## src/rtl/sram16_word_bridge.sv

```systemverilog
// Bridges one 32-bit big-endian word access onto a 16-bit asynchronous SRAM
// as up to two halfword cycles (hi half at the even address, lo half at the odd one).
module sram16_word_bridge #(
  parameter int AW          = 20,
  parameter int WAIT_CYCLES = 2
) (
  input  logic          CLK,
  input  logic          RESET_N,
  input  logic          REQ,
  input  logic          WE,
  input  logic [AW-2:0] WORD_ADDR,
  input  logic [3:0]    BYTE_EN,
  input  logic [31:0]   WDATA,
  output logic [31:0]   RDATA,
  output logic          ACK,
  output logic          BUSY,
  output logic [AW-1:0] SRAM_ADDR,
  input  logic [15:0]   SRAM_DQ_IN,
  output logic [15:0]   SRAM_DQ_OUT,
  output logic          SRAM_DQ_OE,
  output logic          SRAM_CE_N,
  output logic          SRAM_OE_N,
  output logic          SRAM_WE_N,
  output logic          SRAM_UB_N,
  output logic          SRAM_LB_N
);

  localparam int CW = (WAIT_CYCLES > 1) ? $clog2(WAIT_CYCLES) : 1;
  localparam logic [CW-1:0] CNT_INIT = CW'(WAIT_CYCLES - 1);

  typedef enum logic [2:0] {IDLE, SETUP, STROBE, HOLD, DONE} state_t;

  state_t        state;
  logic          half;
  logic [CW-1:0] cnt;
  logic          we_q;
  logic [AW-2:0] addr_q;
  logic [3:0]    be_q;
  logic [31:0]   wdata_q;
  logic [15:0]   rd_hi;
  logic [15:0]   rd_lo;

  logic          zero_write;
  logic          need_lo;
  logic          enter_setup;
  logic          setup_half;
  logic          setup_we;
  logic [AW-2:0] setup_addr;
  logic [1:0]    setup_lanes;
  logic [15:0]   setup_dq;

  assign zero_write  = WE && (BYTE_EN == 4'b0000);
  assign need_lo     = !we_q || (be_q[1:0] != 2'b00);
  assign enter_setup = ((state == IDLE) && REQ && !zero_write) ||
                       ((state == HOLD) && !half && need_lo);

  // Pad values for the half about to start: from the live request when
  // accepting, otherwise the second (lo) half of the latched access.
  always_comb begin
    setup_half  = 1'b1;
    setup_we    = we_q;
    setup_addr  = addr_q;
    setup_lanes = be_q[1:0];
    setup_dq    = wdata_q[15:0];
    if (state == IDLE) begin
      setup_we    = WE;
      setup_addr  = WORD_ADDR;
      setup_half  = WE && (BYTE_EN[3:2] == 2'b00);
      setup_lanes = setup_half ? BYTE_EN[1:0] : BYTE_EN[3:2];
      setup_dq    = setup_half ? WDATA[15:0] : WDATA[31:16];
    end
  end

  always_ff @(posedge CLK or negedge RESET_N) begin
    if (!RESET_N) begin
      state       <= IDLE;
      half        <= 1'b0;
      cnt         <= '0;
      we_q        <= 1'b0;
      addr_q      <= '0;
      be_q        <= '0;
      wdata_q     <= '0;
      rd_hi       <= '0;
      rd_lo       <= '0;
      RDATA       <= '0;
      ACK         <= 1'b0;
      BUSY        <= 1'b0;
      SRAM_ADDR   <= '0;
      SRAM_DQ_OUT <= '0;
      SRAM_DQ_OE  <= 1'b0;
      SRAM_CE_N   <= 1'b1;
      SRAM_OE_N   <= 1'b1;
      SRAM_WE_N   <= 1'b1;
      SRAM_UB_N   <= 1'b1;
      SRAM_LB_N   <= 1'b1;
    end else begin
      ACK <= 1'b0;
      case (state)
        IDLE: begin
          if (REQ) begin
            we_q    <= WE;
            addr_q  <= WORD_ADDR;
            be_q    <= BYTE_EN;
            wdata_q <= WDATA;
            BUSY    <= 1'b1;
            if (zero_write) begin
              state <= DONE;
              ACK   <= 1'b1;
            end else begin
              state <= SETUP;
              half  <= setup_half;
            end
          end
        end
        SETUP: begin
          state <= STROBE;
          cnt   <= CNT_INIT;
          if (we_q) SRAM_WE_N <= 1'b0;
        end
        STROBE: begin
          if (cnt == '0) begin
            state     <= HOLD;
            SRAM_WE_N <= 1'b1;
            SRAM_OE_N <= 1'b1;
            if (!we_q) begin
              if (half) rd_lo <= SRAM_DQ_IN;
              else      rd_hi <= SRAM_DQ_IN;
            end
          end else begin
            cnt <= cnt - 1'b1;
          end
        end
        HOLD: begin
          if (!half && need_lo) begin
            state <= SETUP;
            half  <= 1'b1;
          end else begin
            state      <= DONE;
            ACK        <= 1'b1;
            SRAM_CE_N  <= 1'b1;
            SRAM_UB_N  <= 1'b1;
            SRAM_LB_N  <= 1'b1;
            SRAM_DQ_OE <= 1'b0;
            if (!we_q) RDATA <= {rd_hi, rd_lo};
          end
        end
        DONE: begin
          state <= IDLE;
          BUSY  <= 1'b0;
        end
        default: begin
          state <= IDLE;
          BUSY  <= 1'b0;
        end
      endcase

      // Drive address, strobes and data for the half entering SETUP.
      if (enter_setup) begin
        SRAM_ADDR <= {setup_addr, setup_half};
        SRAM_CE_N <= 1'b0;
        SRAM_WE_N <= 1'b1;
        if (setup_we) begin
          SRAM_DQ_OE  <= 1'b1;
          SRAM_DQ_OUT <= setup_dq;
          SRAM_UB_N   <= ~setup_lanes[1];
          SRAM_LB_N   <= ~setup_lanes[0];
          SRAM_OE_N   <= 1'b1;
        end else begin
          SRAM_DQ_OE <= 1'b0;
          SRAM_UB_N  <= 1'b0;
          SRAM_LB_N  <= 1'b0;
          SRAM_OE_N  <= 1'b0;
        end
      end
    end
  end

endmodule

```

## config.mk

```make
export PLATFORM = sky130hd
export DESIGN_NAME = sram16_word_bridge
export DESIGN_NICKNAME = d
export VERILOG_FILES = /design/src/rtl/sram16_word_bridge.sv
export SDC_FILE = /design/constraint.sdc
export NUM_CORES = 1
export LEC_CHECK = 0
export ABC_AREA = 1
export BUFFER_PORTS_ARGS = -buffer_cell sky130_fd_sc_hd__buf_2
export CAP_MARGIN = 15
export CORE_AREA = 5 5 116 118
export CTS_BUF_LIST = sky130_fd_sc_hd__clkbuf_4 sky130_fd_sc_hd__clkbuf_8
export DETAILED_ROUTE_END_ITERATION = 10
export DIE_AREA = 0 0 121 123
export PLACE_DENSITY = 0.8
export SETUP_SLACK_MARGIN = 0.15
export SLEW_MARGIN = 20
export SYNTH_ARGS = -nofsm -noshare
export SYNTH_HDL_FRONTEND = slang
export SYNTH_SLANG_ARGS = --single-unit
```

## constraint.sdc

```tcl
create_clock -name CLK -period 1.9 [get_ports CLK]
set_input_delay 0.19 -clock CLK [delete_from_list [all_inputs] [get_ports CLK]]
set_output_delay 0.19 -clock CLK [all_outputs]
set_load 0.02 [all_outputs]
```

# [Yosys cells after proc, flatten, opt, wreduce, memory -nomap -nowiden]
# Cells that the tools add are included.
[op_classes] n_addsub=1 n_eq_ne=11 n_mux=41 n_bitwise=7 reduce_logical=33
[op_table] operator="$mux 16" n=2
[op_table] operator="$mux 1" n=26
[op_table] operator="$mux 19" n=1
[op_table] operator="$mux 3" n=4
[op_table] operator="$pmux 3 s4" n=1
[op_table] operator="$reduce_and 2->1" n=6
[op_table] operator="$reduce_and 4->1" n=3
[op_table] operator="$pmux 1 s2" n=5
[op_table] operator="$reduce_bool 2->1" n=5
[op_table] operator="$ne 2x2->1 const B" n=4
[op_table] operator="$logic_and 1x1->1" n=7
[op_table] operator="$not 1->1" n=7
[op_table] operator="$eq 3x2->1 const B" n=2
[op_table] operator="$ne 3x3->1 const B" n=2
[op_table] operator="$reduce_and 3->1" n=2
[op_table] operator="$logic_not 4->1" n=1
[op_table] operator="$mux 2" n=2
[op_table] operator="$ne 2x1->1 const B" n=2
[op_table] operator="$eq 3x1->1 const B" n=1
[op_table] operator="$logic_not 1->1" n=3
[op_table] operator="$logic_not 3->1" n=1
[op_table] operator="$reduce_bool 3->1" n=1
[op_table] operator="$reduce_or 3->1" n=1
[op_table] operator="$logic_not 2->1" n=1
[op_table] operator="2 further kinds" n=3
[word_totals] regBits=151 in_bits=75 word_cells=113

# [Depth between registers and ports, before layout]
[depth] ltp_word=7 mapped_depth=9 depth_no_buf=8

# [Worst setup path before layout]
# No wires, ideal clock.
[synth_timing] path_kind="register -> register" from="reg state[1]" to="reg SRAM_DQ_OUT[10]" setup_ps=117 arrival_time_ps=1308 t_required_ps=1783 path_slack_ps=475 path_stages_with_launch=10 synth_period_minus_slack_ps=1425 cell_sequence="dfrtp_1 nor2_4 nand2_4 nor2_8 nand2_2 nand2_4 nand2_4 buf_6 nand2_1 nand2_1"
[synth_between] elab_chain_len=5 elab_cells_between_ends=10
[synth_rtl] element="start, declared" line="33" source="state_t state;"
[synth_rtl] element="start signal, assigned" line="76" source="state <= IDLE;"
[synth_rtl] element="start signal, assigned" line="107" source="state <= DONE;"
[synth_rtl] element="start signal, assigned" line="110" source="state <= SETUP;"
[synth_rtl] element="$eq 3x2->1 / $logic_not 3->1 (equally long branches)" line="55, 54, 65"
[synth_rtl] element="$logic_and 1x1->1 (on tied branches) (2 in series)" line="55, 54"
[synth_rtl] element="$logic_or 1x1->1" line="54" source="assign enter_setup = ((state == IDLE) && REQ && !zero_write) ||"
[synth_rtl] element="$reduce_and 2->1 (no line)"
[synth_rtl] element="end signal, assigned" line="164" source="SRAM_DQ_OUT <= setup_dq;"
[synth_rtl] element="end, declared" line="19" source="output logic [15:0] SRAM_DQ_OUT,"
# Several ways; a longest one is shown, not always the timed one.
# A chain may end at the register's enable or synchronous reset.

# [Final worst setup path]
[layout_timing] from="reg state[2]" to="reg SRAM_DQ_OUT[1]"
# Same word-level chain as after synthesis.

==> summary by stage <==
Logic synthesis
The post-synthesis cell type count is 27. Yosys printed 0 warnings. In this run, synthesis produced a sequential element count of 151. The adder and majority gate portion of the synthesized area is 0. Summing every instance area after synthesis gives 6584 um2. A synthesized cell averages 8.240 um2. Counting every net in the synthesized netlist gives 874. The portion of synthesized area spent on multiplexers is 0. For this run, the register share of the synthesized area comes to 0.5749. The area share of xor/xnor cells in the synthesized design is 0. After synthesis, the largest family of logic cells by area is simple AND/OR/NAND/NOR gates. Counting every instance in the synthesized netlist gives 799. The synthesized-area fraction occupied by ao, oa, aoi and oai cells is 0.1015.

Of the total synthesized cell area, the portion taken by AND, OR, NAND and NOR gates is 0.2290.

Clock tree
At the later pin of the worst-skew pair, clock insertion delay measures 0.44 ns. Clock tree synthesis found a total of 151 sinks. The TritonCTS buffer count is 17. No sink is reached through more buffers than the 2 on the longest clock path. In this run the number of H-tree levels came out at 4.

The tree is rooted in a clkbuf_8. Clock-pin slew was measured on the worst setup and hold paths at 0.09 ns. TritonCTS built the clock tree.

STA
The final hold violation count is 0. The final critical delay including setup and external delays is 1.652 ns. For the final routed database, the setup TNS stands at 0 ns.

The number of setup violations in the final report is 0. Timing would allow up to 605.3 MHz. Dividing the final minimum period by the clock period gives 0.8695. Setup repair after global routing could not meet its margin everywhere. For the pin with the worst max-slew slack, the measured transition is 0.6211 ns. The worst slew margin relative to its limit is 0.5849. The setup skew after layout is 0.01486 ns. The max-slew violation total from the final report was 0.

Setup path
The number of cells on the worst reg-to-reg path is 9. The critical path's largest stage delay is 0.43 ns. Walking the worst path, the cells encountered are nor2_4 -> nand2_4 -> buf_4 -> nand2_1 -> nand2_1 -> inv_4 -> nand2_4 -> nand2_1 -> nand2_1. The first element of the critical path is state[2]$_DFFE_PN0P_. STA puts the critical path data arrival time at 1.98 ns. The most frequent cell on the critical path is nand2_1. STA classifies the critical path startpoint as a flip-flop. The worst setup path is of the reg -> reg kind. For flop-to-flop paths, the worst setup slack is 0.25 ns. STA classifies the critical path endpoint as a flip-flop. The kind of cell with the highest combined delay along the critical path is simple AND/OR/NAND/NOR gates.

STA puts the critical path data required time at 2.23 ns. Along the worst path, the maximum fanout reaches 18. In this run the critical register-to-register path is launched from state[2]$_DFFE_PN0P_. The number of buffers and inverters on the critical path is 2. The library cell contributing the largest single delay on the critical path is dfrtp_1.

The endpoint identified for the worst register-to-register timing path is SRAM_DQ_OUT[1]$_DFFE_PN0P_.

Placed design
The number of I/O port buffers is 150. The congestion estimate from routability-driven global placement came to 0.8282. The wire-length estimate of the detail-placed layout is 10660 um.

Routing
The first TritonRoute pass finished after 5 iterations. The routed layout has 5600 vias. The detail route stage leaves a number of antenna-violating nets equal to 0.

The routed length per instance is 13.12 um. Dividing the detail-routed via count by the number of cells gives 4.870. The DRC violations left is 0. The number of DRC markers in iteration 0 is 430. The final layout contains routed wiring with a total length of 15090 um.

Min path
The worst hold path terminates at addr_q[7]$_DFFE_PN0N_. Along the worst hold path, the cell count comes to 3. In this run the most critical hold path is launched from WORD_ADDR[7]. The min-delay analysis places its worst path in the category in -> reg.

Floorplan
The standard cell core area is 12360 um2. The standard-cell row count is 41. The initial utilization of the core area, before any placement, comes to 0.5325. The floorplan step set the die width to 121 um.

In this run the vertical extent of the chip is 123 um. The die area is 14880 um2. The number of top-level pins is 151.

GRT
The global route total overflow is 0. The pin count of the biggest net entering global routing is 74. The via count of the first global-routing pass is 5332. The first global-routing pass estimated 25100 um of wire. The combined global-route utilization of all metal layers is 0.2114. The initial antenna violation count is 1.

Final layout
Relative to the synthesized area, the layout overhead comes to 23.64%. The count of fill cells added during filler insertion is 1052. The most frequent standard cell in the layout excluding fill and tap cells is nand2_1. The layout net count is 1040.

The number of diodes added for antenna fixing is 0. In the layout the commonest cells are 282 x nand2_1, 149 x buf_2, 146 x dfrtp_1. The layout cell share with drive strength beyond 1 is 0.2280.

Flow run
Across the run, the number of max-cap violations was 0.

Power
Across the VDD grid, the largest voltage drop is 0.7039 mV. In this run the power density over the cells is 1718 nW/um2. The analysis attributes to cell leakage a power of 0.004633 uW. The total power after layout is 13980 uW.

Run status
The flow ran to the end, and the final reports show no timing, DRC or antenna violations.
what timing repair did:
action                                  CTS  global route
cloned                                    0             0
pin swaps                                 0             1
gates resized for setup                   1             3
hold endpoints to repair                 70             0
hold buffers                             16             0
endpoints found under the setup margin    9            44
setup buffers                             0             1
power by group:
part           internal (uW)  leakage (uW)  switching [uW]
sequential              4790       0.00186             834
clock                   1330      0.000214            1250
combinational           1940       0.00256            3840
worst min-delay path: cells and delay by family:
family | cells | cell delay [ns]
buf+inv | 2 | 0.15
compound gates | 1 | 0.08
cell families after synthesis:
| logic type | count (synthesis) |
|---|---|
| AO/OA/AOI/OAI | 132 |
| buffers and inverters | 155 |
| flip-flops | 151 |
| AND/OR/NAND/NOR | 361 |
state kept, by name (all words and copies together), names as in the netlist, 2 cells and up:
name and cells:
addr_q 19, SRAM_DQ_OUT 16, state 3, rd_lo 16, rd_hi 16, SRAM_ADDR 20, wdata_q 16, be_q 2
RDATA 32
cell usage after synthesis:
cell type	count	share of area
o21bai_1	1	0.0011
inv_1	111	0.063
or2_2	1	0.00095
nor2_2	1	0.00095
a21oi_1	4	0.0030
o21a_1	1	0.0011
clkbuf_1	23	0.013
nand2_4	3	0.0051
nand3b_1	1	0.0011
buf_2	9	0.0068
buf_6	3	0.0051
nor2_4	2	0.0034
nand2_1	282	0.16
dfrtp_1	146	0.55
o22ai_1	2	0.0019
nand4_1	2	0.0019
buf_4	2	0.0023
nor2_1	9	0.0051
o21ai_1	14	0.011
dfstp_2	5	0.020
nor2_8	1	0.0030
nand3_1	56	0.043
nand2_2	1	0.00095
buf_1	1	0.00057
nand3_2	2	0.0030
inv_2	6	0.0034
o21ai_0	110	0.084
cell type report:
| cell class | instances | area, um2 | area share |
|---|---|---|---|
| Clock buffer | 17 | 234.0 | 0.02874 |
| Clock inverter | 15 | 188.9 | 0.02321 |
| Inverter | 117 | 444.2 | 0.05456 |
| Multi-Input combinational cell | 493 | 2185 | 0.2684 |
| Sequential cell | 151 | 3785 | 0.4650 |
| Tap cell | 172 | 215.2 | 0.02644 |
| Timing Repair Buffer | 185 | 1089 | 0.1337 |
metal layers:
layer | track usage | up-vias | wire length, um
met5 | 0 | - | 7
met4 | 0.07861 | 2 | 270
met3 | 0.04849 | 27 | 938
met2 | 0.3456 | 182 | 7279
met1 | 0.2777 | 2581 | 6596
li1 | - | 2808 | -
stage by stage:
stage	hold WS, ns	area [um2]	worst slack (ns)	util	cells
floorplan	-0.1056	6584	0.4746	-	799
global placement	0.1996	7532	0.2377	0.6093	1101
detailed placement	0.2021	7532	0.09380	0.6093	1101
CTS	0.0001189	8118	0.1613	0.6566	1149
global route	0.008148	8140	0.1447	0.6584	1150
finish	0.02859	8140	0.2480	0.6584	1150
how the worst max path moves through the flow:
stage | endpoint | slack (ns) | depth (start not counted)
after floorplan | SRAM_DQ_OUT[10]$_DFFE_PN0P_ | 0.47 | 9
after global placement | SRAM_DQ_OUT[1]$_DFFE_PN0P_ | 0.24 | 9
after detailed placement | addr_q[3]$_DFFE_PN0N_ | 0.09 | 5
after CTS | SRAM_DQ_OUT[13]$_DFFE_PN0P_ | 0.16 | 9
after global routing | SRAM_DQ_OUT[5]$_DFFE_PN0P_ | 0.14 | 9
final | SRAM_DQ_OUT[1]$_DFFE_PN0P_ | 0.25 | 9
No activity file was read; power rests on OpenSTA's default activity.
